==> config.mk <==
export PLATFORM = sky130hd
export DESIGN_NAME = store_commit_buffer_flat
export DESIGN_NICKNAME = d
export VERILOG_FILES = /design/src/rtl/store_commit_buffer_pkg.sv /design/src/rtl/store_commit_buffer_if.sv /design/src/rtl/sb_fifo.sv /design/src/rtl/store_commit_buffer.sv /design/src/flat_wrapper.sv
export SDC_FILE = /design/constraint.sdc
export NUM_CORES = 1
export LEC_CHECK = 0
export BUFFER_PORTS_ARGS = -buffer_cell sky130_fd_sc_hd__buf_2
export CAP_MARGIN = 25
export CORE_MARGIN = 5
export CORE_UTILIZATION = 45
export CTS_BUF_LIST = sky130_fd_sc_hd__clkbuf_16
export DETAILED_ROUTE_END_ITERATION = 7
export PLACE_DENSITY = 0.69
export SETUP_SLACK_MARGIN = 0.4
export SLEW_MARGIN = 25
export SYNTH_ARGS = -nofsm -noshare
export SYNTH_HDL_FRONTEND = slang
export SYNTH_HIERARCHICAL = 1
export SYNTH_SLANG_ARGS = --single-unit
==> constraint.sdc <==
create_clock -name clk_i -period 3.32 [get_ports clk_i]
set_clock_uncertainty 0.05 [all_clocks]
set_input_delay 0.498 -clock clk_i [delete_from_list [all_inputs] [get_ports clk_i]]
set_output_delay 0.498 -clock clk_i [all_outputs]
set_load 0.01 [all_outputs]
==> src/rtl/store_commit_buffer_pkg.sv <==
// Shared types and constants for the store commit buffer.
//   sb_entry_s        : one buffered store {addr, data}
//   sb_state_e        : write-request FSM states
//   SB_DEPTH_DEFAULT  : default number of buffered stores
package store_commit_buffer_pkg;

  localparam int unsigned SB_DEPTH_DEFAULT = 4;
  localparam int unsigned SB_AW            = 32;
  localparam int unsigned SB_DW            = 32;

  typedef struct packed {
    logic [SB_AW-1:0] addr;
    logic [SB_DW-1:0] data;
  } sb_entry_s;

  typedef enum logic {
    SB_IDLE = 1'b0,
    SB_REQ  = 1'b1
  } sb_state_e;

endpackage

==> src/rtl/store_commit_buffer_if.sv <==
// Bus bundle between the commit stage / data memory / load unit and the
// store commit buffer.
//   master : drives commit_*, mem_ack, ld_addr; observes status and memory request
//   slave  : the buffer itself
interface store_commit_buffer_if;
  import store_commit_buffer_pkg::*;

  logic             commit_valid;
  logic             commit_store;
  logic [SB_AW-1:0] commit_dst;
  logic [SB_DW-1:0] commit_value;
  logic             sb_full;
  logic             sb_empty;
  logic             sb_overflow;
  logic             mem_req;
  logic [SB_AW-1:0] mem_addr;
  logic [SB_DW-1:0] mem_wdata;
  logic             mem_ack;
  logic [SB_AW-1:0] ld_addr;
  logic             ld_hit;
  logic [SB_DW-1:0] ld_data;

  modport master (
    output commit_valid, commit_store, commit_dst, commit_value, mem_ack, ld_addr,
    input  sb_full, sb_empty, sb_overflow, mem_req, mem_addr, mem_wdata, ld_hit, ld_data
  );

  modport slave (
    input  commit_valid, commit_store, commit_dst, commit_value, mem_ack, ld_addr,
    output sb_full, sb_empty, sb_overflow, mem_req, mem_addr, mem_wdata, ld_hit, ld_data
  );

endinterface

==> src/rtl/sb_fifo.sv <==
// Circular storage for committed stores with head/tail/count bookkeeping.
//   clk_i, reset_i : clock, async active-high reset (clears pointers/count)
//   push_i         : store wants to enter the buffer
//   push_entry_i   : store payload
//   pop_i          : head entry retired (caller guarantees count > 0)
//   accept_o       : push taken this cycle (room, or full with a pop)
//   head_entry_o   : oldest entry
//   head_o         : head pointer
//   count_o        : number of valid entries
//   entries_o      : raw storage, for forwarding lookup
module sb_fifo
  import store_commit_buffer_pkg::*;
#(
  parameter  int unsigned DEPTH = SB_DEPTH_DEFAULT,
  localparam int unsigned PW    = $clog2(DEPTH),
  localparam int unsigned CW    = PW + 1
) (
  input  logic                   clk_i,
  input  logic                   reset_i,
  input  logic                   push_i,
  input  sb_entry_s              push_entry_i,
  input  logic                   pop_i,
  output logic                   accept_o,
  output sb_entry_s              head_entry_o,
  output logic [PW-1:0]          head_o,
  output logic [CW-1:0]          count_o,
  output sb_entry_s [DEPTH-1:0]  entries_o
);

  sb_entry_s [DEPTH-1:0] mem_q;
  logic [PW-1:0]         head_q;
  logic [PW-1:0]         tail_q;
  logic [CW-1:0]         count_q;
  logic [CW-1:0]         count_d;

  // A full buffer still takes a push when the head retires on the same edge.
  assign accept_o = push_i && ((count_q < CW'(DEPTH)) || pop_i);
  assign count_d  = count_q + CW'(accept_o) - CW'(pop_i);

  // Pointers wrap naturally because DEPTH is a power of two.
  always_ff @(posedge clk_i or posedge reset_i) begin
    if (reset_i) begin
      head_q  <= '0;
      tail_q  <= '0;
      count_q <= '0;
    end else begin
      if (accept_o) tail_q <= tail_q + PW'(1);
      if (pop_i)    head_q <= head_q + PW'(1);
      count_q <= count_d;
    end
  end

  // Payload storage; validity is tracked by head/count only.
  always_ff @(posedge clk_i) begin
    if (accept_o) mem_q[tail_q] <= push_entry_i;
  end

  assign head_entry_o = mem_q[head_q];
  assign head_o       = head_q;
  assign count_o      = count_q;
  assign entries_o    = mem_q;

endmodule

==> src/rtl/store_commit_buffer.sv <==
// Store commit buffer: holds committed stores and drains them to data memory
// one at a time, with optional store-to-load forwarding.
//   clk_i   : clock
//   reset_i : async active-high reset; abandons any in-flight write
//   bus     : slave side of store_commit_buffer_if
//             commit_*  -> push a committed store
//             mem_*     -> registered write request to memory, head entry
//             ld_*      -> forwarding lookup (youngest matching entry)
//             sb_full / sb_empty / sb_overflow (sticky) status
// Build option: define SB_FWD_EN to include forwarding; otherwise ld_hit and
// ld_data are tied to 0 and ld_addr is ignored.
module store_commit_buffer
  import store_commit_buffer_pkg::*;
#(
  parameter int unsigned DEPTH = SB_DEPTH_DEFAULT
) (
  input  logic                  clk_i,
  input  logic                  reset_i,
  store_commit_buffer_if.slave  bus
);

  localparam int unsigned PW = $clog2(DEPTH);
  localparam int unsigned CW = PW + 1;

  sb_state_e             state_q;
  logic                  mem_req_q;
  logic                  overflow_q;

  logic                  push;
  logic                  pop;
  logic                  accept;
  logic                  last_pop;
  sb_entry_s             push_entry;
  sb_entry_s             head_entry;
  logic [PW-1:0]         head;
  logic [CW-1:0]         count;
  sb_entry_s [DEPTH-1:0] entries;

  assign push       = bus.commit_valid && bus.commit_store;
  // Acks are only meaningful while a request is outstanding.
  assign pop        = bus.mem_ack && (state_q == SB_REQ);
  assign push_entry = '{addr: bus.commit_dst, data: bus.commit_value};
  // Buffer goes empty on this edge: the acked entry was the only one and no
  // replacement arrives.
  assign last_pop   = pop && (count == CW'(1)) && !accept;

  sb_fifo #(.DEPTH(DEPTH)) u_fifo (
    .clk_i        (clk_i),
    .reset_i      (reset_i),
    .push_i       (push),
    .push_entry_i (push_entry),
    .pop_i        (pop),
    .accept_o     (accept),
    .head_entry_o (head_entry),
    .head_o       (head),
    .count_o      (count),
    .entries_o    (entries)
  );

  // Write-request FSM; mem_req is registered alongside the state.
  always_ff @(posedge clk_i or posedge reset_i) begin
    if (reset_i) begin
      state_q    <= SB_IDLE;
      mem_req_q  <= 1'b0;
      overflow_q <= 1'b0;
    end else begin
      if (push && !accept) overflow_q <= 1'b1;
      case (state_q)
        SB_IDLE: begin
          if (count != '0) begin
            state_q   <= SB_REQ;
            mem_req_q <= 1'b1;
          end
        end
        SB_REQ: begin
          if (last_pop) begin
            state_q   <= SB_IDLE;
            mem_req_q <= 1'b0;
          end
        end
        default: begin
          state_q   <= SB_IDLE;
          mem_req_q <= 1'b0;
        end
      endcase
    end
  end

  // Address/data are the head entry, which only moves on an accepted ack,
  // so they stay stable for the whole request. Gated to 0 when idle.
  assign bus.mem_req     = mem_req_q;
  assign bus.mem_addr    = mem_req_q ? head_entry.addr : '0;
  assign bus.mem_wdata   = mem_req_q ? head_entry.data : '0;
  assign bus.sb_full     = (count == CW'(DEPTH));
  assign bus.sb_empty    = (count == '0);
  assign bus.sb_overflow = overflow_q;

`ifdef SB_FWD_EN
  logic             fwd_hit;
  logic [SB_DW-1:0] fwd_data;

  // Walk oldest to youngest so the youngest match is the last one written.
  always_comb begin
    fwd_hit  = 1'b0;
    fwd_data = '0;
    for (int unsigned i = 0; i < DEPTH; i++) begin
      if ((CW'(i) < count) && (entries[head + PW'(i)].addr == bus.ld_addr)) begin
        fwd_hit  = 1'b1;
        fwd_data = entries[head + PW'(i)].data;
      end
    end
  end

  assign bus.ld_hit  = fwd_hit;
  assign bus.ld_data = fwd_data;
`else
  logic unused_fwd;
  assign unused_fwd  = ^{bus.ld_addr, entries, head};
  assign bus.ld_hit  = 1'b0;
  assign bus.ld_data = '0;
`endif

endmodule

==> src/flat_wrapper.sv <==
// flat-port wrapper written by rule: the top's interface ports become plain ports
module store_commit_buffer_flat import store_commit_buffer_pkg::*;
#(
  parameter int unsigned DEPTH = SB_DEPTH_DEFAULT
)
  (clk_i, reset_i, bus_commit_valid, bus_commit_store, bus_commit_dst, bus_commit_value, bus_mem_ack, bus_ld_addr, bus_sb_full, bus_sb_empty, bus_sb_overflow, bus_mem_req, bus_mem_addr, bus_mem_wdata, bus_ld_hit, bus_ld_data);
  store_commit_buffer_if bus_i ();
  input  logic clk_i;
  input  logic reset_i;
  input wire logic [$bits(bus_i.commit_valid)-1:0] bus_commit_valid;
  input wire logic [$bits(bus_i.commit_store)-1:0] bus_commit_store;
  input wire logic [$bits(bus_i.commit_dst)-1:0] bus_commit_dst;
  input wire logic [$bits(bus_i.commit_value)-1:0] bus_commit_value;
  input wire logic [$bits(bus_i.mem_ack)-1:0] bus_mem_ack;
  input wire logic [$bits(bus_i.ld_addr)-1:0] bus_ld_addr;
  output wire logic [$bits(bus_i.sb_full)-1:0] bus_sb_full;
  output wire logic [$bits(bus_i.sb_empty)-1:0] bus_sb_empty;
  output wire logic [$bits(bus_i.sb_overflow)-1:0] bus_sb_overflow;
  output wire logic [$bits(bus_i.mem_req)-1:0] bus_mem_req;
  output wire logic [$bits(bus_i.mem_addr)-1:0] bus_mem_addr;
  output wire logic [$bits(bus_i.mem_wdata)-1:0] bus_mem_wdata;
  output wire logic [$bits(bus_i.ld_hit)-1:0] bus_ld_hit;
  output wire logic [$bits(bus_i.ld_data)-1:0] bus_ld_data;
  assign bus_i.commit_valid = bus_commit_valid;
  assign bus_i.commit_store = bus_commit_store;
  assign bus_i.commit_dst = bus_commit_dst;
  assign bus_i.commit_value = bus_commit_value;
  assign bus_i.mem_ack = bus_mem_ack;
  assign bus_i.ld_addr = bus_ld_addr;
  assign bus_sb_full = bus_i.sb_full;
  assign bus_sb_empty = bus_i.sb_empty;
  assign bus_sb_overflow = bus_i.sb_overflow;
  assign bus_mem_req = bus_i.mem_req;
  assign bus_mem_addr = bus_i.mem_addr;
  assign bus_mem_wdata = bus_i.mem_wdata;
  assign bus_ld_hit = bus_i.ld_hit;
  assign bus_ld_data = bus_i.ld_data;
  store_commit_buffer #(.DEPTH(DEPTH)) u_core (.clk_i(clk_i), .reset_i(reset_i), .bus(bus_i));
endmodule
==> results.sh <==
export IMPL_start_util=0.459
export IMPL_detail_route_iter0_violations=260
export IMPL_routedLengthMet1_um=7780
export IMPL_cts_buffers=27
export IMPL_post_place_cells=933
export IMPL_final_hold_violation_count=0
export IMPL_final_cell_area_mm2=0.0125
export IMPL_critical_path_startpoint_type="flop"
export IMPL_post_synth_main_area_contributors="edfxtp_1, mux4_2, and2_1"
export IMPL_rsz0062_at_grt="false"
export IMPL_clk_insertion_delay_late_ns=0.51
export IMPL_layout_drive_gt1_share=0.401
export IMPL_ir_drop_v=0.000577
export IMPL_vias_in_the_first_global_route=5396
export IMPL_worst_path_max_fanout=24
export IMPL_grt_start_max_net_pins=34
export IMPL_finish_cell_count_without_fillers=988
export IMPL_dp_final_hpwl_um=12100
export IMPL_total_power_mw=10.4
export IMPL_die_width_um=162
export IMPL_fin_worst_hold_slack_ns=0.144
export IMPL_fmax_mhz=365
export IMPL_max_cap_violations=0
export IMPL_std_cell_rows=55
export IMPL_post_synth_cell_area_avg_um2=21.3
export IMPL_critical_path_s_slowest_cell="dfrtp_4"
export IMPL_clk_root_buffer_cell="clkbuf_16"
export IMPL_path_buf_inv=2
export IMPL_cts_reportedPaths_clkPinSlew_ns=0.06
export IMPL_cts_num_sinks=266
export IMPL_die_height_um=162
export IMPL_timing_critical_path_cells="buf_4 -> mux4_2 -> and2_1 -> buf_2"
export IMPL_yosysWarnings=6
export IMPL_cts_buffer_depth=3
export IMPL_post_route_period_util=0.826
export IMPL_total_overflow_reported_by_the_global_router=0
export IMPL_clock_tree_from_tritoncts="built"
export IMPL_vias_per_cell=5.04
export IMPL_die_area_mm2=0.0264
export IMPL_cpLargestDelayFamily="flip-flops"
export IMPL_placed_cell_area_mm2=0.0115
export IMPL_gp_congestion=0.703
export IMPL_grt_pass1_wl_um=30400
export IMPL_timing_hold_worst_class="in -> reg"
export IMPL_synth_yosys_seq_area_share=0.759
export IMPL_drt_pre_antenna_iters=4
export IMPL_num_vias=4982
export IMPL_routed_wl_met3_um=1580
export IMPL_layout_filler_cells=1749
export IMPL_timing_final_max_slew_violations=0
export IMPL_detailroute_wirelength_met2_um=9810
export IMPL_post_place_ws_ns=0.725
export IMPL_synth_enable_flop_cells=256
export IMPL_area_growth_pct=19.7
export IMPL_floorplan_io_pins=202
export IMPL_drt_total_wl_um=19500
export IMPL_grt_usage=0.148
export IMPL_critPathRequiredTime_ns=2.77
export IMPL_avgRoutedWirePerCell_um=19.8
export IMPL_timing_critical_path_to_type="output pin"
export IMPL_port_buffer_count=136
export IMPL_power_static_leakage_nw=4.49
export IMPL_postSynthCellCount=491
export IMPL_routed_top_layer="met5"
export IMPL_synthDistinctLibCells=25
export IMPL_async_flop_share=0.0376
export IMPL_remaining_routing_drc_violations=0
export IMPL_finalSetupViolations=0
export IMPL_power_density_mw_per_mm2=832
export IMPL_timing_critical_path_arrival_ns=2.19
export IMPL_library_cell_with_the_largest_summed_area_after_synthesis="edfxtp_1"
export IMPL_post_drt_antenna_nets=0
export IMPL_setup_ws_ns=0.578
export IMPL_coreArea_mm2=0.0228
export IMPL_clock_tree_htree_level_count=1
export IMPL_finish_net_count=762
export IMPL_timing_setup_critical_path_class="reg -> out"
export IMPL_cts_resized_gates=0
export IMPL_critical_path_max_stage_delay_ns=0.71
export IMPL_synth_top_area_share=0.735
export IMPL_run_status="completed"
export IMPL_dominantRegCellSynth="edfxtp_1"
export IMPL_final_core_occ=0.550
export IMPL_totalNegativeSetupSlack_ns=0
export IMPL_synth_seq_cells=266
export IMPL_syn_area_mm2=0.0105
export IMPL_grt_antenna_before_repair=3
export IMPL_final_period_minus_worst_setup_slack_ns=2.74
-- placed cells by master (no fill, tap or decap) --
master,n
edfxtp_1,256
buf_2,136
and2_1,65
mux4_2,64
conb_1,33
clkbuf_16,27
inv_1,12
buf_4,12
bufinv_16,8
dfrtp_1,7
clkinv_1,6
ha_1,6
buf_12,6
clkinv_2,5
xnor2_1,4
and2_4,4
nand2_1,3
clkinvlp_4,2
nor2_1,2
dfrtp_4,2
diode_2,1
dlygate4sd3_1,1
nor3_1,1
nand2b_1,1
or4_1,1
o21a_1,1
nor3b_1,1
o22ai_1,1
a21o_1,1
dfrtp_2,1
a21boi_2,1
xor2_1,1
mux2_2,1
fa_1,1
buf_16,1
-- cell families after synthesis --
group / after synthesis / share of synthesized area
flip-flops: 266 / 0.759
XOR/XNOR: 5 / 0.00419
adder cells (fa/ha/maj): 7 / 0.00909
buffers and inverters: 65 / 0.0402
multiplexers: 65 / 0.139
AO/OA/AOI/OAI: 4 / 0.00311
other: 1 / 0.000358
AND/OR/NAND/NOR: 78 / 0.0456
-- where the power goes --
group          internal [mW]  leakage [nW]  switching [mW]
logic                   1.47          1.58            1.40
registers               4.05          2.43           0.231
clock network           2.09         0.480            1.19
-- worst reg2reg max path: stages, from the launching register on --
cell	delay (ns)
dfrtp_1	0.37
nand2_1	0.10
inv_1	0.15
inv_1	0.07
a21boi_2	0.38
and2_4	0.47
buf_4	0.37
-- path summary, 6_finish.rpt --
kind / start / endpoint / slack [ns] / cells after the start
max reg2reg: u_core/state_q$_DFF_PP0_ / u_core/u_fifo/entries_o[94]$_DFFE_PP_ / 1.02 / 6
max in group asynchronous: reset_i / u_core/u_fifo/head_o[1]$_DFFE_PP0P_ / 2.53 / 3
min in group asynchronous: reset_i / u_core/bus.sb_overflow$_DFFE_PP0P_ / 0.37 / 3
max: u_core/u_fifo/head_o[1]$_DFFE_PP0P_ / bus_mem_wdata[9] / 0.58 / 4
min: bus_commit_value[11] / u_core/u_fifo/entries_o[11]$_DFFE_PP_ / 0.14 / 1
min reg2reg: u_core/bus.sb_overflow$_DFFE_PP0P_ / u_core/bus.sb_overflow$_DFFE_PP0P_ / 0.46 / 1
-- sequential cells by signal (all words and copies together), names as in the netlist --
register                 flops
u_core/u_fifo/entries_o    256
u_core/u_fifo/head_o         2
u_core/u_fifo/tail_q         2
u_core/bus.mem_req           1
u_core/bus.sb_overflow       1
u_core/u_fifo/count_o        3
u_core/state_q               1
-- per-layer routing --
layer / track usage / up-vias
met3: 0.0392 / 37
li1: - / 2204
met2: 0.251 / 186
met4: 0.0319 / 4
met5: 0 / -
met1: 0.194 / 2551
-- cell type report --
| class | instances | area, µm² | share of cell area |
|---|---|---|---|
| flip-flops and latches | 266 | 7950 | 0.634 |
| multi-input cells | 192 | 2230 | 0.178 |
| repair buffers | 156 | 928 | 0.0741 |
| clock buffers | 27 | 676 | 0.0539 |
| well taps | 313 | 392 | 0.0313 |
| clock inverters | 22 | 307 | 0.0245 |
| inverters | 11 | 41.3 | 0.00330 |
| diodes | 1 | 2.50 | 0.000200 |
-- what timing repair did --
action | 4_1_cts | 5_1_grt
hold endpoints to repair | 10 | 0
setup buffers | 4 | 0
hold buffers | 1 | 0
setup endpoints to repair | 52 | 0
-- cell usage after synthesis (2+ instances only) --
cell and count:
edfxtp_1 256, nand2_1 3, buf_2 6, buf_4 35, xnor2_1 4, dfrtp_1 10
ha_1 6, mux4_2 64, nor2_1 2, buf_6 5, and2_1 69, clkbuf_1 8
inv_1 11
Note: power is estimated with default switching activity, not from simulation.
